## config.mk

```make
export PLATFORM = sky130hd
export DESIGN_NAME = mux4_scan_ctrl
export DESIGN_NICKNAME = d
export VERILOG_FILES = /design/src/rtl/mux4_scan_ctrl.sv
export SDC_FILE = /design/constraint.sdc
export NUM_CORES = 1
export LEC_CHECK = 0
export CAP_MARGIN = 20
export CORE_MARGIN = 2
export CORE_UTILIZATION = 30
export DETAILED_ROUTE_END_ITERATION = 10
export PLACE_DENSITY = 0.59
export SYNTH_ARGS = -nofsm -noshare
export SYNTH_HDL_FRONTEND = slang
export SYNTH_SLANG_ARGS = --single-unit
```

## constraint.sdc

```tcl
create_clock -name clk -period 1.5 [get_ports clk]
set_clock_uncertainty 0.15 [all_clocks]
set_input_delay 0.3 -clock clk [delete_from_list [all_inputs] [get_ports clk]]
set_output_delay 0.3 -clock clk [all_outputs]
set_load 0.01 [all_outputs]
```

## src/rtl/mux4_scan_ctrl.sv

```systemverilog
// mux4_scan_ctrl: upstream sequencer for the 4:1 decoder/tristate mux.
// It steps {s1,s0} through channels 0..3 and holds each channel for DWELL
// cycles. The mux output y_in is sampled at the end of each dwell, and the
// four samples are packed into a frame. The frame is then offered downstream
// on a valid/ready handshake.
//
// Optional feature: define MUX4_SCAN_CONT_EN for continuous scan mode. In that
// mode the HOLD handshake restarts a scan instead of returning to IDLE.
//
// state | meaning
// ------+-------------------------------------------------------------
// IDLE  | waiting for start; sel parked at channel 0
// SCAN  | stepping channels, dwell_cnt counts cycles on current channel
// HOLD  | frame_valid high, waiting for frame_ready

`timescale 1ns/1ps

module mux4_scan_ctrl #(
    parameter int DWELL = 3,
    parameter int CNT_W = 2
) (
    input  logic       clk,
    input  logic       rst_n,
    input  logic       start,
    output logic       s1,
    output logic       s0,
    input  logic       y_in,
    output logic [3:0] frame,
    output logic       frame_valid,
    input  logic       frame_ready,
    output logic       busy
);

    typedef enum logic [1:0] {
        IDLE = 2'd0,
        SCAN = 2'd1,
        HOLD = 2'd2
    } state_t;

    // Last dwell count on a channel; y_in is captured on this count.
    localparam logic [CNT_W-1:0] DWELL_LAST = CNT_W'(DWELL - 1);

    state_t           state;
    logic [1:0]       sel;
    logic [CNT_W-1:0] dwell_cnt;
    logic [2:0]       shadow;

    // The select lines come straight from the sel register, so s1/s0 are
    // glitch-free while the mux settles.
    assign s1 = sel[1];
    assign s0 = sel[0];

    // Scan sequencer: channel stepping, sample capture and output handshake.
    always_ff @(posedge clk or negedge rst_n) begin
        if (!rst_n) begin
            state       <= IDLE;
            sel         <= 2'd0;
            dwell_cnt   <= '0;
            shadow      <= 3'd0;
            frame       <= 4'h0;
            frame_valid <= 1'b0;
            busy        <= 1'b0;
        end else begin
            case (state)
                IDLE: begin
                    if (start) begin
                        state     <= SCAN;
                        sel       <= 2'd0;
                        dwell_cnt <= '0;
                        busy      <= 1'b1;
                    end
                end

                SCAN: begin
                    if (dwell_cnt == DWELL_LAST) begin
                        dwell_cnt <= '0;
                        if (sel != 2'd3) begin
                            case (sel)
                                2'd0:    shadow[0] <= y_in;
                                2'd1:    shadow[1] <= y_in;
                                default: shadow[2] <= y_in;
                            endcase
                            sel <= sel + 2'd1;
                        end else begin
                            // Channel 3 goes directly into the frame, not
                            // through shadow. This lets frame_valid rise on
                            // the same edge as the final sample.
                            frame       <= {y_in, shadow};
                            frame_valid <= 1'b1;
                            sel         <= 2'd0;
                            state       <= HOLD;
                        end
                    end else begin
                        dwell_cnt <= dwell_cnt + CNT_W'(1);
                    end
                end

                HOLD: begin
                    if (frame_ready) begin
                        frame_valid <= 1'b0;
`ifdef MUX4_SCAN_CONT_EN
                        state       <= SCAN;
                        sel         <= 2'd0;
                        dwell_cnt   <= '0;
`else
                        state       <= IDLE;
                        busy        <= 1'b0;
`endif
                    end
                end

                default: begin
                    state <= IDLE;
                end
            endcase
        end
    end

endmodule

```

Yosys cells after proc, flatten, opt, wreduce, memory -nomap -nowiden:

Index checks and enable logic that the tools add are counted.
Widths: inputs -> output; s select.

* register bits after elaboration: 15
* word-level logic and storage cells: 54
* input port bits: 5

* equality and inequality tests: 9
* add/sub/neg operators: 2
* reductions and logical operators: 15
* bitwise gates (word level): 2
* mux-type cells: 17

Operators with widths (number)
* $reduce_and 4->1: 5
* $mux 2: 8
* $ne 2x2->1 const B: 5
* $reduce_and 3->1: 3
* $pmux 2 s2: 2
* $pmux 2 s3: 1
* $reduce_bool 2->1: 3
* $add 2x1->2 const B: 2
* $eq 2x1->1 const B: 2
* $eq 2x2->1 const B: 2
* $logic_not 2->1: 2
* $mux 1: 4
* $pmux 1 s2: 2
* $not 1->1: 2
* $reduce_and 2->1: 1
* $reduce_or 2->1: 1

Longest topological paths before layout:

* depth after elaboration: 4
* gate-level depth with buffers: 5

Worst setup path after synthesis:

OpenSTA, ideal clock, no wires.

* kind: register -> register
* start: register state[1]
* end: register frame[0]
* period minus slack after synthesis: 1.562 ns
* data arrival time: 1.287 ns
* setup slack: -0.062 ns
* path buffers: 1
* library setup time: 0.125 ns
* cell stages (with the launch flop): 5
* required time: 1.225 ns
* path through: dfrtp_1 nor3b_4 and3_1 buf_6 mux2_4

* longest elaborated chain between the ends: 2

RTL lines
* start, declared: line 43 `state_t state;`
* start signal, assigned: line 56 `state <= IDLE;`
* start signal, assigned: line 67 `state <= SCAN;`
* start signal, assigned: line 91 `state <= HOLD;`
* $eq 2x1->1: line 64 `case (state)`
* $reduce_and 3->1 (no line)
* end signal, assigned: line 88 `frame <= {y_in, shadow};`
* end, declared: line 28 `output logic [3:0] frame,`

Every way passes these cells.
A chain may end at the register's enable or synchronous reset.

Final worst setup path:

* start: register sel[1]
* end: register shadow[0]

* longest elaborated chain between the ends: 2

RTL lines
* start, declared: line 44 `logic [1:0] sel;`
* start signal, assigned: line 83 `sel <= sel + 2'd1;`
* $ne 2x2->1 / $logic_not 2->1 (equally long branches): line 77, 78
* $reduce_and 4->1 (no line) *
* end signal, assigned: line 79 `2'd0: shadow[0] <= y_in;`
* end, declared: line 46 `logic [2:0] shadow;`

Every way passes the cells marked *; elsewhere a longest branch is shown, timed or not.

==> run metrics <==
reg2reg setup slack=-0.04 ns; hold crit path type=input port to asynchronous set/reset pin; pre-CTS WS=-0.0547 ns; first-pass GRT wire length=2470 um; ys flop type=dfrtp_1; Clock Sinks=15; initial antenna violation count=0; Lkg Pwr=0.000481 uW; Slew Limit Fails=0; # DRC=0; Worst VDD drop=0.797 mV; 1st-iter DRT viols=9; Fillers=222; Layout Nets=95; Setup crit start kind=register; routed len/inst=12.7 um; reg2reg path depth=5; end of the critical path=shadow[0]; CTS tree=done; Detailed Routing Iterations Pass 1=4; post-detail-place hpwl=1070 um; row count=17; die extent in x=52.8 um; Tcrit/Tclk final=1.03; Port Buf Inserts=12; Setup TNS Final=-0.0757 ns; Peak Freq=648 MHz; final std cells w/o fill=114; Die Y=52.8 um; area of the multi-input gates=369 um^2; H-Tree Depth=1; power per standard cell area=1800 mW/mm^2; via count=550; reg2reg end=shadow[0]; final setup slack of the worst path=-0.0433 ns; Final Hold Vio Count=0; syn_area_per_cell=12.3 um^2; core area=0.00223 mm^2; fin crit period=1.54 ns; Netlist cell types=21; Post-synth EDFFs=0; crit path from=sel[1]; Cells after Synth=58; initial core utilization=0.319; Vias per Instance=4.82; hold_buf cts=0; clock slew at reported path FFs=0.09 ns; placed insts=108; largest net degree at the start of global routing=16; CTS Buf Count=3; Final Wtd Congestion=0.717; asr flop ratio synth=1.00; worst flop-to-flop path startpoint=sel[1]; CP max FO=3; Seq cells post-synth=15; Worst Path Required=1.52 ns; WS Path Type=register to register; most frequent cells in the layout=15 x dfrtp_1, 8 x buf_4, 6 x mux2_4, 6 x dlygate4sd2_1; status=finished with violations; CP Capture Type=register; RSZ-0062 raised after global routing=true; synthesis warning total=0; Setup-failing EPs final=2; commonest non-fill, non-tap cell in the layout=dfrtp_1; grt total ovfl=0; Slew HR=0.772; Worst-Skew Late Latency=0.28 ns; sequential share of the synthesized area=0.526; Syn Nets=66; vias in the first global route=568; io pins=13; die footprint=0.00278 mm^2; CTS Buffer Depth=2; Tightest Pin Transition=0.341 ns; Sequential cell area=375 um^2; antenna violation net count after detailed routing=0; clock root buffer=clkbuf_4; ant diodes=0; Area Overhead vs Synth=46.8%; Max Cap Viol=0; GRT Total Usage=0.125; failing checks=setup timing; layout cells sized above 1=0.419; Syn Std Cell Area=713 um^2; CP Data Arrival Time=1.56 ns; final wirelength=1440 um
[critical path: stages, from the launching register on]
cell and delay [ns]:
dfrtp_1 0.39, buf_6 0.13, ha_4 0.15, buf_6 0.11
nand4b_1 0.18, mux2_4 0.32
[power by group]
group / switching [uW] / leakage (uW) / total, uW / internal (uW)
registers: 123 / 0.000180 / 696 / 573
clock network: 129 / 0.0000177 / 228 / 98.9
logic: 396 / 0.000284 / 963 / 567
[metal layers]
metal / share of wire / vias up / routed length (um) / track usage
met5: 0 / - / 0 / 0
met4: 0 / 0 / 0 / 0.0513
met3: 0.043 / 0 / 62 / 0.0371
met2: 0.51 / 9 / 743 / 0.217
met1: 0.44 / 277 / 637 / 0.142
li1: - / 264 / - / -
[cell families (layout without fill, tap and decap cells)]
| kind of cell | count (synthesis) | count (layout) | share of synthesized area |
|---|---|---|---|
| and+or+nand+nor | 14 | 14 | 0.130 |
| DFF | 15 | 15 | 0.526 |
| buffers and inverters | 6 | 34 | 0.0421 |
| adders and majority gates | 3 | 3 | 0.0526 |
| AOI/OAI and AO/OA | 13 | 13 | 0.118 |
| muxes | 7 | 7 | 0.132 |
[cells in the mapped netlist (all sizes together), types with 2 or more instances]
library cell / n / area (um^2)
dfrtp: 15 / 375
mux2: 7 / 93.8
o21ai: 6 / 30.0
inv: 5 / 18.8
nand2: 4 / 15.0
ha: 3 / 37.5
nand4b: 3 / 26.3
a22oi: 2 / 15.0
nor2: 2 / 7.51
[worst min-delay path by stage]
stage	start	to	cells past startpoint
floorplan	rst_n	busy	0
global placement	frame_valid	frame_valid	1
detailed placement	frame_valid	frame_valid	1
CTS	rst_n	frame[1]	2
global route	rst_n	frame[1]	2
finish	rst_n	frame[1]	2
[per-stage QoR]
stage / power (uW) / instance area [um^2] / util / hold slack, ns
6_report: 1890 / 1050 / 0.469 / 0.180
5_1_grt: 2040 / 1050 / 0.469 / 0.177
4_1_cts: 1870 / 1020 / 0.457 / 0.176
3_5_place_dp: 1550 / 940 / 0.421 / 0.328
3_3_place_gp: 1520 / 940 / 0.421 / 0.322
2_1_floorplan: 1120 / 713 / - / -0.146
[sequential cells by signal, summed over array words and instances (netlist names)]
signal,flops
busy,1
dwell_cnt,2
frame,4
frame_valid,1
sel,2
shadow,3
state,2
[what timing repair did]
action | 4_1_cts | 5_1_grt
pin swaps | 4 | 2
endpoints found under the setup margin | 14 | 8
gates resized for setup | 24 | 9
buffers inserted | 2 | 0
gates cloned | 0 | 0
hold endpoints to repair | 0 | 0
[final cells by class]
| type | instances | area share |
|---|---|---|
| inverter | 5 | 0.0203 |
| tap | 28 | 0.0335 |
| clock inverter | 1 | 0.00478 |
| multi-input combinational | 37 | 0.352 |
| sequential | 15 | 0.358 |
| clock buffer | 3 | 0.0215 |
| timing repair buffer | 25 | 0.209 |
(Power assumes the default switching activity.)
